`src/rtl/riscv_pkg.sv`:
```
// Shared pipeline encodings: result-select and forward-select codes, default register index width.
package riscv_pkg;

    localparam int REG_ADDR_W = 5;

    typedef enum logic [1:0] {
        RESULT_ALU = 2'b00,
        RESULT_MEM = 2'b01,
        RESULT_PC4 = 2'b10
    } result_src_t;

    typedef enum logic [1:0] {
        FWD_NONE = 2'b00,
        FWD_WB   = 2'b01,
        FWD_MEM  = 2'b10
    } fwd_sel_t;

endpackage

```
`src/rtl/hazard_scoreboard.sv`:
```
// Purpose: tracks destination registers of outstanding long-latency ops (pending bits + count).
// Latency: issue/completion visible on pending and sb_full one cycle later (registered).
// Backpressure: none internal; the caller must not issue while sb_full or the destination is pending.
module hazard_scoreboard #(
    parameter int REG_ADDR_W  = 5,
    parameter int MAX_PENDING = 4
) (
    input  logic                         clk,
    input  logic                         reset,
    input  logic                         issue_vld,
    input  logic [REG_ADDR_W-1:0]        issue_rd,
    input  logic                         done_vld,
    input  logic [REG_ADDR_W-1:0]        done_rd,
    output logic [(1<<REG_ADDR_W)-1:0]   pending,
    output logic                         sb_full
);
    import riscv_pkg::*;

    localparam int CW = $clog2(MAX_PENDING + 1);

    logic [CW-1:0]               count;
    logic [CW-1:0]               count_nxt;
    logic [(1<<REG_ADDR_W)-1:0]  pending_nxt;
    logic                        done_hit;

    always_comb begin
        // completions for registers that are not pending are dropped, so count never underflows
        done_hit    = done_vld & pending[done_rd];
        pending_nxt = pending;
        count_nxt   = count;
        if (done_hit)
            pending_nxt[done_rd] = 1'b0;
        if (issue_vld)
            pending_nxt[issue_rd] = 1'b1;
        pending_nxt[0] = 1'b0;
        case ({issue_vld, done_hit})
            2'b10:   count_nxt = count + CW'(1);
            2'b01:   count_nxt = count - CW'(1);
            default: count_nxt = count;
        endcase
    end

    always_ff @(posedge clk) begin
        if (reset) begin
            pending <= '0;
            count   <= '0;
            sb_full <= 1'b0;
        end else begin
            pending <= pending_nxt;
            count   <= count_nxt;
            sb_full <= (count_nxt == CW'(MAX_PENDING));
        end
    end

endmodule

```
`src/rtl/hazard_unit_sb.sv`:
```
// Purpose: pipeline hazard unit (load-use, long-op scoreboard, branch flush, memory-busy freeze, forwarding).
// Latency: stall/flush/forward outputs are combinational; scoreboard state updates at the next edge.
// Backpressure: MemBusyM freezes every stage; a branch seen while frozen is flushed on the first free cycle.
// Optional perf counters enabled by HAZARD_UNIT_PERF_EN.
module hazard_unit_sb #(
    parameter int REG_ADDR_W  = riscv_pkg::REG_ADDR_W,
    parameter int MAX_PENDING = 4,
    parameter int CNT_W       = 32
) (
    input  logic                  clk,
    input  logic                  reset,
    input  logic [REG_ADDR_W-1:0] Rs1D,
    input  logic [REG_ADDR_W-1:0] Rs2D,
    input  logic [REG_ADDR_W-1:0] RdD,
    input  logic                  UsesRs1D,
    input  logic                  UsesRs2D,
    input  logic                  RegWriteD,
    input  logic                  LongOpD,
    input  logic [1:0]            ResultSrcE,
    input  logic                  PCSrcE,
    input  logic                  RegWriteE,
    input  logic [REG_ADDR_W-1:0] Rs1E,
    input  logic [REG_ADDR_W-1:0] Rs2E,
    input  logic [REG_ADDR_W-1:0] RdE,
    input  logic                  RegWriteM,
    input  logic                  MemBusyM,
    input  logic [REG_ADDR_W-1:0] RdM,
    input  logic                  RegWriteW,
    input  logic [REG_ADDR_W-1:0] RdW,
    input  logic                  LongDoneValid,
    input  logic [REG_ADDR_W-1:0] LongDoneRd,
    output logic                  StallF,
    output logic                  StallD,
    output logic                  StallE,
    output logic                  StallM,
    output logic                  FlushD,
    output logic                  FlushE,
    output logic                  FlushW,
    output logic [1:0]            ForwardAE,
    output logic [1:0]            ForwardBE,
    output logic                  SbFull,
    output logic [CNT_W-1:0]      StallCycles,
    output logic [CNT_W-1:0]      FlushCycles
);
    import riscv_pkg::*;

    logic [(1<<REG_ADDR_W)-1:0] pending;
    logic lw_stall;
    logic sb_stall;
    logic hold_d;
    logic flush_pend;
    logic flush_req;
    logic issue_vld;
    logic unused_ok;

    assign unused_ok = RegWriteE;

    hazard_scoreboard #(
        .REG_ADDR_W  (REG_ADDR_W),
        .MAX_PENDING (MAX_PENDING)
    ) u_sb (
        .clk       (clk),
        .reset     (reset),
        .issue_vld (issue_vld),
        .issue_rd  (RdD),
        .done_vld  (LongDoneValid),
        .done_rd   (LongDoneRd),
        .pending   (pending),
        .sb_full   (SbFull)
    );

    assign lw_stall = (ResultSrcE == RESULT_MEM) && (RdE != '0) &&
                      ((UsesRs1D && Rs1D == RdE) || (UsesRs2D && Rs2D == RdE));

    // scoreboard terms are forced off while reset is asserted
    assign sb_stall = !reset && ((UsesRs1D && pending[Rs1D]) ||
                                 (UsesRs2D && pending[Rs2D]) ||
                                 (LongOpD && RegWriteD && pending[RdD]) ||
                                 (LongOpD && SbFull));

    assign hold_d    = lw_stall || sb_stall;
    assign flush_req = PCSrcE || (flush_pend && !reset);

    always_comb begin
        StallF = hold_d;
        StallD = hold_d;
        StallE = 1'b0;
        StallM = 1'b0;
        FlushD = flush_req;
        FlushE = hold_d || flush_req;
        FlushW = 1'b0;
        if (MemBusyM) begin
            StallF = 1'b1;
            StallD = 1'b1;
            StallE = 1'b1;
            StallM = 1'b1;
            FlushD = 1'b0;
            FlushE = 1'b0;
            FlushW = 1'b1;
        end
    end

    assign issue_vld = LongOpD && RegWriteD && (RdD != '0) && !StallD && !FlushE && !MemBusyM;

    // remembers a taken branch that arrived while memory was busy
    always_ff @(posedge clk) begin
        if (reset)
            flush_pend <= 1'b0;
        else
            flush_pend <= MemBusyM && flush_req;
    end

    always_comb begin
        ForwardAE = FWD_NONE;
        if (RegWriteM && RdM == Rs1E && Rs1E != '0)
            ForwardAE = FWD_MEM;
        else if (RegWriteW && RdW == Rs1E && Rs1E != '0)
            ForwardAE = FWD_WB;
        ForwardBE = FWD_NONE;
        if (RegWriteM && RdM == Rs2E && Rs2E != '0)
            ForwardBE = FWD_MEM;
        else if (RegWriteW && RdW == Rs2E && Rs2E != '0)
            ForwardBE = FWD_WB;
    end

`ifdef HAZARD_UNIT_PERF_EN
    always_ff @(posedge clk) begin
        if (reset) begin
            StallCycles <= '0;
            FlushCycles <= '0;
        end else begin
            if (StallD && StallCycles != '1)
                StallCycles <= StallCycles + CNT_W'(1);
            if ((FlushD || FlushE) && FlushCycles != '1)
                FlushCycles <= FlushCycles + CNT_W'(1);
        end
    end
`else
    assign StallCycles = '0;
    assign FlushCycles = '0;
`endif

endmodule

```
`config.mk`:
```
export PLATFORM = sky130hd
export DESIGN_NAME = hazard_unit_sb
export DESIGN_NICKNAME = d
export VERILOG_FILES = /design/src/rtl/riscv_pkg.sv /design/src/rtl/hazard_scoreboard.sv /design/src/rtl/hazard_unit_sb.sv
export SDC_FILE = /design/constraint.sdc
export NUM_CORES = 1
export LEC_CHECK = 0
export BUFFER_PORTS_ARGS = -buffer_cell sky130_fd_sc_hd__clkbuf_2
export CORE_MARGIN = 4
export CORE_UTILIZATION = 50
export DETAILED_ROUTE_END_ITERATION = 10
export PLACE_DENSITY = 0.87
export SKIP_LAST_GASP = 1
export SYNTH_ARGS = -nofsm -noshare
export SYNTH_HDL_FRONTEND = slang
export SYNTH_HIERARCHICAL = 1
export SYNTH_SLANG_ARGS = --single-unit
```
`constraint.sdc`:
```
create_clock -name clk -period 4.85 [get_ports clk]
set_input_delay 0 -clock clk [delete_from_list [all_inputs] [get_ports clk]]
set_output_delay 0 -clock clk [all_outputs]
set_load 0.05 [all_outputs]
```
---- Word level (Yosys, flattened, before mapping) ----
Cells that the tools add are included.
W data, S select, Z words.
storage, ports and cells
  register bits after elaboration ......... 37
  input bits .............................. 59
  output and inout bits ................... 76
  word-level logic and storage cells ...... 91
operators by class
  add/subtract/negate cells ............... 2
  $lt $le $gt $ge ......................... 6
  equality and inequality tests ........... 10
  multiplexer cells ....................... 23
  bitwise operators ....................... 4
  reduce and logical (&&, ||, !) cells .... 41
operators with widths
  operator               count
  $mux W32               2
  $and A32 B32 Y32       1
  $not A32 Y32           1
  $or A32 B32 Y32        1
  $eq A5 B5 Y1           6
  $logic_and A1 B1 Y1    26
  $lt A5 B6 Y1 const B   4
  $bmux W1 S5            4
  $reduce_bool A5 Y1     4
  $mux W1                12
  $demux W1 S5           2
  $ge A5 B1 Y1 const B   2
  $logic_or A1 B1 Y1     7
  $pmux W3 S2            1
  $eq A2 B1 Y1 const B   2
  $logic_not A1 Y1       4
  $mux W2                2
  $add A3 B1 Y3 const B  1
  $eq A3 B3 Y1 const B   1
  $sub A3 B1 Y3 const B  1
  $eq A2 B2 Y1 const B   1
  $and A1 B1 Y1          1

---- Depth between registers and ports, before layout ----
Gate-level depths: netlist of run 1.
  word-level depth ........................ 16
  depth in mapped cells ................... 15
  mapped depth without buffers ............ 14

---- By module ----
The synthesis of run 1 kept the hierarchy.
by module, submodules not included
  module             times used  cells an instance  area each (um^2)  sequential area each (um^2)
  hazard_scoreboard  1           262                2238.4            700.7
  hazard_unit_sb     1           203                1894.3            20.0

---- Worst setup path after synthesis of run 1 ----
OpenSTA, ideal clock, no wires.
  path type ............................... reg-to-reg
  from .................................... register u_sb.pending[18]
  to ...................................... register u_sb.sb_full
  library setup time ...................... 59 ps
  arrival ................................. 3404 ps
  required time ........................... 4791 ps
  setup slack ............................. 1387 ps
  stages on the path, launching flop included .. 15
  buffers on the path ..................... 0
  clock period less this slack ............ 3463 ps
  cell sequence ........................... dfxtp_1 > mux4_1 > mux4_2 > a2bb2oi_1 > nand3_2 > a41oi_2 > a211oi_2 > inv_1 > ha_1 > inv_1 > fa_1 > xor2_1 > or3_1 > a21oi_1 > and2_1
between the ends
  word-level cells in the longest chain between the ends .. 16
  elaborated cells between the ends (all ways) .. 29
  those cells by class .................... 3 x eq/ne; 11 x mux; 1 x bitwise; 14 x reduce/logical
RTL lines
  what                                           RTL line                                    RTL
  from (decl)                                    hazard_scoreboard.sv:14                     output logic [(1<<REG_ADDR_W)-1:0] pending,
  from (signal assigned)                         hazard_scoreboard.sv:49                     pending <= pending_nxt;
  $bmux W1 S5, on equally long branches          hazard_unit_sb.sv:76, hazard_unit_sb.sv:77
  $mux W1, on equally long branches              hazard_unit_sb.sv:76, hazard_unit_sb.sv:77
  $logic_and A1 B1 Y1, on equally long branches  hazard_unit_sb.sv:76, hazard_unit_sb.sv:77
  $logic_or A1 B1 Y1                             hazard_unit_sb.sv:76                        assign sb_stall = !reset && ((UsesRs1D && pending[Rs1D]) ||
  $logic_or A1 B1 Y1 *                           hazard_unit_sb.sv:77                        (UsesRs2D && pending[Rs2D]) ||
  $logic_or A1 B1 Y1 *                           hazard_unit_sb.sv:78                        (LongOpD && RegWriteD && pending[RdD]) ||
  $logic_and A1 B1 Y1 *                          hazard_unit_sb.sv:76
  $logic_or A1 B1 Y1 *                           hazard_unit_sb.sv:81                        assign hold_d = lw_stall || sb_stall;
  $mux W1 *                                      hazard_unit_sb.sv:92                        if (MemBusyM) begin
  net StallD                                     hazard_unit_sb.sv:33                        output logic StallD,
  $logic_not A1 Y1 *                             hazard_unit_sb.sv:103                       assign issue_vld = LongOpD && RegWriteD && (RdD != '0) && !StallD && !FlushE && !MemBusyM;
  $logic_and A1 B1 Y1 * (3 in series)            hazard_unit_sb.sv:103
  net issue_vld                                  hazard_unit_sb.sv:53                        logic issue_vld;
  $eq A2 B1 Y1 or $eq A2 B2 Y1 (tied branches)   hazard_scoreboard.sv:36                     case ({issue_vld, done_hit})
  $pmux W3 S2 *                                  hazard_scoreboard.sv:36
  $eq A3 B3 Y1 *                                 hazard_scoreboard.sv:51                     sb_full <= (count_nxt == CW'(MAX_PENDING));
  to (signal assigned)                           hazard_scoreboard.sv:51
  to (decl)                                      hazard_scoreboard.sv:15                     output logic sb_full
The timed path passes the listed nets; every way through them passes the cells marked *. The select of a mux whose other input is x is not followed.
A chain may end at the register's enable or synchronous reset.

---- Worst setup path in the final report of run 1 ----
  from .................................... register u_sb.pending[6]
  to ...................................... register u_sb.sb_full
between the ends
  word-level cells in the longest chain between the ends .. 16
  elaborated cells between the ends (all ways) .. 29
  those cells by class .................... 3 x eq/ne; 11 x mux; 1 x bitwise; 14 x reduce/logical
RTL lines
  what                                                     RTL line
  $bmux W1 S5, on equally long branches                    hazard_unit_sb.sv:76, hazard_unit_sb.sv:77
  $mux W1, on equally long branches                        hazard_unit_sb.sv:76, hazard_unit_sb.sv:77
  $logic_and A1 B1 Y1, on equally long branches            hazard_unit_sb.sv:76, hazard_unit_sb.sv:77
  $logic_or A1 B1 Y1                                       hazard_unit_sb.sv:76
  $logic_or A1 B1 Y1 *                                     hazard_unit_sb.sv:77
  $logic_or A1 B1 Y1 *                                     hazard_unit_sb.sv:78
  $logic_and A1 B1 Y1 *                                    hazard_unit_sb.sv:76
  $logic_or A1 B1 Y1 *                                     hazard_unit_sb.sv:81
  $mux W1 or $logic_or A1 B1 Y1 (tied branches)            hazard_unit_sb.sv:92, hazard_unit_sb.sv:90
  $logic_not A1 Y1 or $mux W1 (tied branches)              hazard_unit_sb.sv:103, hazard_unit_sb.sv:92
  $logic_and A1 B1 Y1 or $logic_not A1 Y1 (tied branches)  hazard_unit_sb.sv:103
  $logic_and A1 B1 Y1 * (2 in series)                      hazard_unit_sb.sv:103
  net issue_vld                                            hazard_unit_sb.sv:53
  $eq A2 B1 Y1 or $eq A2 B2 Y1 (tied branches)             hazard_scoreboard.sv:36
  $pmux W3 S2 *                                            hazard_scoreboard.sv:36
  $eq A3 B3 Y1 *                                           hazard_scoreboard.sv:51
Marks and branches as above.

==> impl_metrics.yaml, run 1 <==
place:
  gp_routability_congestion: 0.887
  io_buffers: 69
  dp_hpwl_microns: 8400
die:
  die_w_microns: 98.9
  start_util_pct: 52.4
  io_pins: 135
  core-area_sq_um: 7890
  die-area_sq_um: 9780
  rows: 32
  dieHeight_microns: 98.9
global_routing:
  grt_start_max_net_pins: 37
  grt_antenna_before_repair: 0
  grt_overflow: 0
  grt_use_total_pct: 21.8
  grt_pass1_wl_microns: 17500
  grt_pass1_vias: 3543
sta:
  fin_crit_ns: 3.47
  finalSetupTns_ns: 0
  hold_viol_final: 0
  hold_slack_ns: 0.0418
  period_share_pct: 71.6
  skew_ns: 0.00305
  setup_viol: 0
  max_slew_margin_pct: 30.5
  rsz0062_at_grt: "false"
  slew_viol_final: 0
  timing.fmax_mhz: 288
  worstMarginPinSlew_ns: 1.04
clocking:
  cts_num_sinks: 36
  cts_tree: "done"
  cts_buffers: 5
  clkLatencyLatePin_ns: 0.29
  htreeDepth: 2
  cts.repair.resized: 0
  path_clk_slew_ns: 0.07
  ctsHoldBuffers: 0
  post_cts_buffers: 0
  clockBufferDepth: 2
  cts_root_buf: "clkbuf_8"
worst_setup_path:
  cpLargestDelayFamily: "multiplexers"
  crit_chain: "mux4_1, mux4_2, a2bb2oi_1, nand3_2, a41oi_2, a211oi_2, inv_1, ha_1, inv_1, fa_1, xor2_1, or3_1, a21oi_1, and2_1"
  crit_fanout: 5
  critPathMostFrequentCell: "inv_1"
  end_kind: "register"
  path_buf_inv: 2
  crit_type: "register to register"
  required_ns: 5.09
  critPathArrivalTime_ns: 3.71
  cp-start-kind: "register"
  cp_slowest_cell: "mux4_1"
  critical-path-max-stage-delay_ns: 0.50
yosys:
  ys.flop_type: "dfxtp_1"
  ys_ff_latch: 36
  ys_types: 54
  synth_top_area_share_pct: 17.4
  yosysSeqAreaShare_pct: 17.4
  synth_area_sq_um: 4130
  synth_edf_count: 0
  netlist_top_cells_area: "dfxtp_1 (17%), buf_4 (13%), a211oi_2 (9.4%), mux4_2 (8.7%), nor2_1 (6.9%)"
  syn_inst: 465
  synth_largest_area_cell: "dfxtp_1"
  ys_warn_count: 6
  syn_avg_cell_area_sq_um: 8.89
  synthArstFlopShare_pct: 0
layout:
  final_cell_mix: "nor2_1 (76), clkbuf_2 (69), conb_1 (65), dfxtp_1 (36), a211oi_2 (31)"
  drive_gt1_share_pct: 26.9
  nFillCells: 703
  synthToLayoutAreaGrowth_pct: 2.97
  layout_commonest_cell: "nor2_1"
  antennaDiodeCount: 0
  num-nets-final: 574
detailed_routing:
  antenna_left: 0
  firstDrtPassIters: 5
  vias: 3707
  vias_per_cell: 6.03
  drc: 0
  routedWlPerCell_microns: 18.2
  first_iter_violations: 408
  drt-total-wl_microns: 11200
power:
  p_leak_nw: 1.60
  power.density_nw_per_um2: 197
  irDropWorstVdd_mv: 0.0901
  finalPower_uw: 840
job:
  cap_violations: 0
outcome:
  status: "complete, no violations"
hold_path:
  hp-class: "primary input to register"
power by group:
| group | total (mW) | internal, mW | switching (mW) |
|---|---|---|---|
| Combinational | 0.304 | 0.0730 | 0.231 |
| Sequential | 0.300 | 0.298 | 0.00231 |
| Clock | 0.236 | 0.127 | 0.109 |
| Total | 0.840 | 0.498 | 0.342 |
per-layer routing:
layer	track usage (%)	share of wire (%)
met1	27.4	37
met4	7.25	2.8
met5	0	0
met2	37.1	48
met3	4.67	12
cell families after synthesis:
logic type / after synthesis / synth area share, %
buffers and inverters: 105 / 18.0
multiplexers: 49 / 19.6
AO/OA/AOI/OAI: 60 / 15.3
AND/OR/NAND/NOR: 179 / 21.9
flip-flops: 36 / 17.4
XOR/XNOR: 32 / 6.78
adder cells (fa/ha/maj): 2 / 0.787
other: 2 / 0.182
tightest hold or removal path, cell delays in order:
cell	delay, ns
clkbuf_2	0.13
inv_1	0.10
nor3_1	0.05
area by class of cell:
cell class              instances  area (sq um)  share of cell area (%)
multi-input cells             387          2910                    68.3
inverters                      12          45.0                    1.06
repair buffers                 71           360                    8.47
well taps                     102           128                    3.00
flip-flops and latches         36           721                    16.9
clock buffers                   7          96.3                    2.26
synthesized netlist by cell type (all sizes together), types with 2 or more instances:
cell type	count
o21ai	2
mux2i	21
a211oi	34
nor4	5
or3b	4
nor2	76
mux2	5
or3	4
nand2	14
mux4	23
and2	2
nand3	8
clkbuf	7
inv	12
conb	2
buf	86
xnor2	25
nand2b	3
o221ai	2
nand3b	8
nor3b	11
a21oi	3
nor3	29
o22ai	7
a2bb2oi	2
dfxtp	36
xor2	7
or4	3
nand4	7
worst paths after layout:
check,end,startpoint,depth (start not counted),slack [ns]
setup / recovery,u_sb/sb_full,u_sb/pending[6],14,1.38
hold / removal,flush_pend,MemBusyM,3,0.04
setup reg to reg,u_sb/sb_full,u_sb/pending[6],14,1.38
hold reg to reg,u_sb/count[1],u_sb/count[1],2,0.49
sequential cells by signal, indices dropped and copies added, names as in the netlist:
signal	flops
flush_pend	1
u_sb/count	3
u_sb/pending	31
u_sb/sb_full	1
metrics by stage:
step	setup slack, ns	area (sq um)	std cells	util [%]
global route	1.14	4260	615	53.9
finish	1.38	4260	615	53.9
detailed placement	1.38	4160	608	52.7
floorplan	1.39	4370	528	-
CTS	1.41	4260	615	53.9
global placement	1.52	4160	608	52.7
(Power assumes the default switching activity.)
==> run 2: changes to the inputs <==
--- a/config.mk
+++ b/config.mk
@@ -7,9 +7,9 @@
 export LEC_CHECK = 0
 export BUFFER_PORTS_ARGS = -buffer_cell sky130_fd_sc_hd__clkbuf_2
 export CORE_MARGIN = 4
-export CORE_UTILIZATION = 50
+export CORE_UTILIZATION = 47
 export DETAILED_ROUTE_END_ITERATION = 10
-export PLACE_DENSITY = 0.87
+export PLACE_DENSITY = 0.86
 export SKIP_LAST_GASP = 1
 export SYNTH_ARGS = -nofsm -noshare
 export SYNTH_HDL_FRONTEND = slang
==> constraint.sdc (replaced) <==
create_clock -name clk -period 2.94 [get_ports clk]
set_input_delay 0 -clock clk [delete_from_list [all_inputs] [get_ports clk]]
set_output_delay 0 -clock clk [all_outputs]
set_load 0.05 [all_outputs]
==> run 2 against run 1 <==
  * First-iteration DRC count grew 23%
  * Count of clock-buffer cells in the layout shrank 1
  * Clock skew grew 0.0080 ns
  * Utilization grew 3.6 points
  * Final area grew 13%
  * Register-to-register slack lost 1.6 ns
  * Sequential share of layout area shrank 1.9 points
  * Clock power grew 48%
  * Highest routed layer unchanged
  * The flow now finishes with violations (negative setup slack)
  * Global-route usage grew 1.7 points
  * Via count grew 6.7%
  * Critical endpoint unchanged
==> impl_metrics.yaml, run 2 (same netlist as run 1, synthesis figures left out) <==
outcome:
  status: "complete, but fails checks"
  violations: "negative setup slack"
clocking:
  clkLatencyLatePin_ns: 0.30
  cts_root_buf: "clkbuf_8"
  htreeDepth: 2
  cts_num_sinks: 36
  cts_tree: "done"
  path_clk_slew_ns: 0.08
  clockBufferDepth: 2
  cts_buffers: 5
die:
  rows: 33
  die-area_sq_um: 10400
  core-area_sq_um: 8380
  io_pins: 135
  die_w_microns: 102
  dieHeight_microns: 102
  start_util_pct: 49.3
place:
  place_area_sq_um: 4610
  dp_hpwl_microns: 9720
  pre_cts_ws_ns: -0.281
  gp_routability_congestion: 0.975
  io_buffers: 69
detailed_routing:
  first_iter_violations: 500
  firstDrtPassIters: 6
  routedWlPerCell_microns: 19.1
  antenna_left: 0
  drc: 0
  drt-total-wl_microns: 12700
  vias: 3956
  vias_per_cell: 5.93
layout:
  largest_reg_flops: 31
  nFillCells: 718
  drive_gt1_share_pct: 41.5
  num-nets-final: 623
  postLayoutCellArea_sq_um: 4820
  synthToLayoutAreaGrowth_pct: 16.7
  regMostFlops: "u_sb/pending"
  antennaDiodeCount: 0
  layout_commonest_cell: "clkbuf_2"
  final_util_pct: 57.5
  largest_registers: "u_sb/pending: 31 flops, u_sb/count: 3 flops"
  final_cell_mix: "clkbuf_2 (69), conb_1 (65), nor2_1 (50), buf_4 (48), dfxtp_1 (32)"
worst_setup_path:
  reg2reg_from: "u_sb/pending[13]"
  required_ns: 3.19
  reg2reg_slack_ns: -0.23
  crit_chain: "mux4_2, o22ai_4, o221ai_1, a32oi_2, a41oi_4, a211oi_2, inv_1, ha_4, inv_2, fa_2, xor2_1, or3_1, a21oi_2, and2_1"
  critPathCapture: "u_sb/sb_full"
  worstSetupPathDepth: 14
  worst_r2r_endpoint: "u_sb/sb_full"
  critPathArrivalTime_ns: 3.42
  crit_fanout: 4
  cp_slowest_cell: "mux4_2"
  ff2ff_path_depth: 14
  crit_type: "register to register"
  end_kind: "register"
  critPathLaunch: "u_sb/pending[13]"
  cpLargestDelayFamily: "compound AO/OA/AOI/OAI gates"
  critical-path-max-stage-delay_ns: 0.50
  cp-start-kind: "register"
  path_buf_inv: 2
sta:
  hold_viol_final: 0
  timing.fmax_mhz: 316
  fin_crit_ns: 3.17
  period_share_pct: 108
  setup_viol: 9
  worstMarginPinSlew_ns: 0.561
  slew_viol_final: 0
  max_slew_margin_pct: 62.6
  rsz0062_at_grt: "true"
  setup_ws_ns: -0.228
  skew_ns: 0.0110
power:
  p_leak_nw: 1.85
  irDropWorstVdd_mv: 0.125
  power.density_nw_per_um2: 289
global_routing:
  grt_pass1_vias: 3894
  grt_pass1_wl_microns: 19100
  grt_overflow: 0
  grt_antenna_before_repair: 0
  grt_start_max_net_pins: 36
  grt_use_total_pct: 23.5
job:
  cap_violations: 0
hold_path:
  hp-class: "primary input to register"
[run 2: cell types whose count changed in the layout (fill, tap and decap cells not counted), moves of 4 or more]
cell / before / now
buf_4: 2 / 48
nor2_1: 76 / 50
nor2_2: 0 / 16
nor2_4: 0 / 10
nor3b_1: 11 / 5
nor3b_2: 0 / 6
dfxtp_1: 36 / 32
dfxtp_2: 0 / 4
[run 2: cell type report]
cell class	instances	area [sq um]	area share, %
repair buffers	120	739	15.3
clock inverters	1	5.00	0.104
clock buffers	6	72.6	1.51
flip-flops and latches	36	726	15.1
multi-input cells	387	3100	64.3
inverters	12	45.0	0.934
well taps	105	131	2.73
[run 2: per-stage QoR]
stage	std cells	power, mW	TNS [ns]	hold slack [ns]
after detailed placement	658	1.03	-1.34	0.372
after floorplan	528	0.986	-1.15	0.0793
final	667	1.39	-1.33	0.0626
after global routing	667	1.44	-2.47	0.117
after CTS	667	1.38	-0.702	0.0613
after global placement	658	1.02	-0.130	0.330
[run 2: worst min path at each step]
| stage | startpoint | to | depth (start not counted) |
|---|---|---|---|
| floorplan | reset | flush_pend | 1 |
| global placement | PCSrcE | flush_pend | 3 |
| detailed placement | PCSrcE | flush_pend | 3 |
| CTS | PCSrcE | flush_pend | 3 |
| global route | MemBusyM | flush_pend | 3 |
| finish | PCSrcE | flush_pend | 3 |
[run 2: timing repair]
action | 4_1_cts | 5_1_grt
setup buffers | 3 | 1
setup endpoints to repair | 24 | 35
gates resized for setup | 9 | 28
pin swaps | 8 | 17
hold buffers | 0 | 0
[run 2: worst reg2reg max path: stages, from the launching register on]
cell	delay, ns
dfxtp_1	0.37
mux4_2	0.50
o22ai_4	0.18
o221ai_1	0.14
a32oi_2	0.33
a41oi_4	0.16
a211oi_2	0.21
inv_1	0.12
ha_4	0.18
inv_2	0.05
fa_2	0.18
xor2_1	0.08
or3_1	0.34
a21oi_2	0.14
and2_1	0.15
[run 2: power breakdown]
| part | switching (mW) | total (mW) | internal, mW |
|---|---|---|---|
| Sequential | 0.00343 | 0.495 | 0.491 |
| Clock | 0.189 | 0.350 | 0.161 |
| Combinational | 0.402 | 0.547 | 0.144 |
[run 2: per-layer routing]
metal  vias to the layer above  track usage, %  wire [microns]
li1                       1751               -               -
met1                      1855            28.9            4700
met2                       289            39.5            6020
met3                        61            4.68            1420
met4                         0            10.7             579
met5                         -               0               0
==> run 3: changes to the inputs <==
--- a/config.mk
+++ b/config.mk
@@ -6,6 +6,7 @@
 export NUM_CORES = 1
 export LEC_CHECK = 0
 export BUFFER_PORTS_ARGS = -buffer_cell sky130_fd_sc_hd__clkbuf_2
+export CORE_ASPECT_RATIO = 1.1
 export CORE_MARGIN = 4
 export CORE_UTILIZATION = 47
 export DETAILED_ROUTE_END_ITERATION = 10
==> run 3 against run 2 <==
  * The flow still finishes with violations (negative setup slack)
  * Die area hardly changed
  * Final cell count is 1.5% higher
  * Hold slack worse by 0.037 ns
  * Worst setup slack better by 0.0015 ns
  * Fmax hardly changed
  * Critical endpoint unchanged
  * Largest cell class unchanged
  * Largest power group unchanged
  * Highest routed layer unchanged
==> impl_metrics.yaml, run 3 (same netlist as run 1, synthesis figures left out) <==
outcome:
  status: "complete, but fails checks"
  violations: "negative setup slack"
worst_setup_path:
  reg2reg_from: "u_sb/pending[7]"
  ff2ff_path_depth: 14
  crit_fanout: 4
  crit_type: "register to register"
  critPathLaunch: "u_sb/pending[7]"
  reg2reg_slack_ns: -0.23
  end_kind: "register"
  cp-start-kind: "register"
  critPathArrivalTime_ns: 3.41
  worst_r2r_endpoint: "u_sb/sb_full"
  required_ns: 3.18
hold_path:
  worstHoldStart: "PCSrcE"
  hp-class: "primary input to register"
  whs_path_depth: 3
  min_to: "flush_pend"
power:
  p_leak_nw: 1.87
  power.density_nw_per_um2: 307
  irDropWorstVdd_mv: 0.154
  finalPower_mw: 1.49
global_routing:
  met1_usage_pct: 28.3
  grt_use_total_pct: 24.0
  met2_usage_pct: 39.9
  grt_overflow: 0
  grt_pass1_vias: 4075
  grt_start_max_net_pins: 36
  grt_pass1_wl_microns: 20300
  grt_antenna_before_repair: 0
  gr-max-usage-layer: "met2"
  grtUsageMet3_pct: 7.02
layout:
  largest_registers: "u_sb/pending: 31 flops, u_sb/count: 3 flops"
  layout_commonest_cell: "clkbuf_2"
  drive_gt1_share_pct: 41.7
  largest_reg_flops: 31
  antennaDiodeCount: 0
  final_cell_mix: "clkbuf_2 (69), conb_1 (65), buf_4 (53), nor2_1 (51), a211oi_2 (31)"
  regMostFlops: "u_sb/pending"
  fin_cells: 677
  nFillCells: 674
  synthToLayoutAreaGrowth_pct: 17.3
  num-nets-final: 626
detailed_routing:
  vias: 4097
  drt-total-wl_microns: 13100
  vias_per_cell: 6.05
  antenna_left: 0
  routedWlPerCell_microns: 19.4
  firstDrtPassIters: 5
  drc: 0
  first_iter_violations: 486
die:
  die_w_microns: 97.4
  die-area_sq_um: 10400
  core-area_sq_um: 8500
  dieHeight_microns: 106
  start_util_pct: 48.6
  rows: 35
  io_pins: 135
clocking:
  cts_buffers: 5
  htreeDepth: 2
  ctsHoldBuffers: 0
  clkLatencyLatePin_ns: 0.30
  cts_num_sinks: 36
  cts_tree: "done"
  clockBufferDepth: 2
  path_clk_slew_ns: 0.08
  cts_root_buf: "clkbuf_8"
sta:
  max_slew_margin_pct: 27.2
  setup_viol: 10
  skew_ns: 0.00888
  fin_crit_ns: 3.17
  finalSetupTns_ns: -1.44
  setup_ws_ns: -0.226
  slew_viol_final: 0
  hold_viol_final: 0
  worstMarginPinSlew_ns: 1.09
  period_share_pct: 108
  rsz0062_at_grt: "true"
  timing.fmax_mhz: 316
place:
  gp_routability_congestion: 1.00
  placed_cells: 666
  io_buffers: 69
  dp_hpwl_microns: 9650
job:
  cap_violations: 0
-- run 3: cell type report --
type                    count  area [sq um]  area share [%]
multi-input cells         387          3070            63.3
inverters                  12          45.0           0.930
clock inverters             2          35.0           0.723
flip-flops and latches     36           731            15.1
clock buffers               6          72.6            1.50
repair buffers            123           754            15.6
well taps                 111           139            2.87
-- run 3: how the worst max path moves through the flow --
stage / to / slack, ns
global placement: u_sb/sb_full / -0.09
floorplan: u_sb/sb_full / -0.27
global route: u_sb/sb_full / -0.34
CTS: u_sb/sb_full / -0.14
finish: u_sb/sb_full / -0.23
detailed placement: u_sb/sb_full / -0.25
-- run 3: critical path: stages, from the launching register on --
cell and delay (ns):
dfxtp_4 0.36, mux4_2 0.47, mux4_2 0.48, a2bb2oi_2 0.16, nand3_2 0.09, a41oi_4 0.10, a211oi_2 0.21, inv_1 0.12
ha_4 0.17, inv_2 0.04, fa_2 0.18, xor2_1 0.07, or3_1 0.33, a21oi_2 0.15, and2_1 0.15
-- run 3: per-layer routing --
layer | wire length [microns] | share of wire, %
met5 | 0 | 0
met4 | 570 | 4.3
met3 | 1610 | 12
met2 | 6280 | 48
met1 | 4670 | 36
-- run 3: stage by stage --
step	setup slack [ns]	cell area [sq um]	hold WS (ns)	utilization, %
global placement	-0.0900	4630	0.333	54.5
finish	-0.226	4850	0.0261	57.0
global route	-0.338	4850	0.0757	57.0
floorplan	-0.267	4460	0.0793	-
CTS	-0.137	4760	0.0265	56.0
detailed placement	-0.247	4630	0.332	54.5
-- run 3: what timing repair did --
action | in CTS | in global routing
endpoints found under the setup margin | 11 | 34
gates resized for setup | 9 | 23
setup buffers | 2 | 2
endpoints found under the hold margin | 0 | 0
pin swaps | 6 | 13
-- run 3: power by group --
group / total [mW] / switching (mW) / internal [mW]
sequential: 0.494 / 0.00369 / 0.490
combinational: 0.547 / 0.404 / 0.143
clock: 0.448 / 0.196 / 0.252
total: 1.49 / 0.604 / 0.885
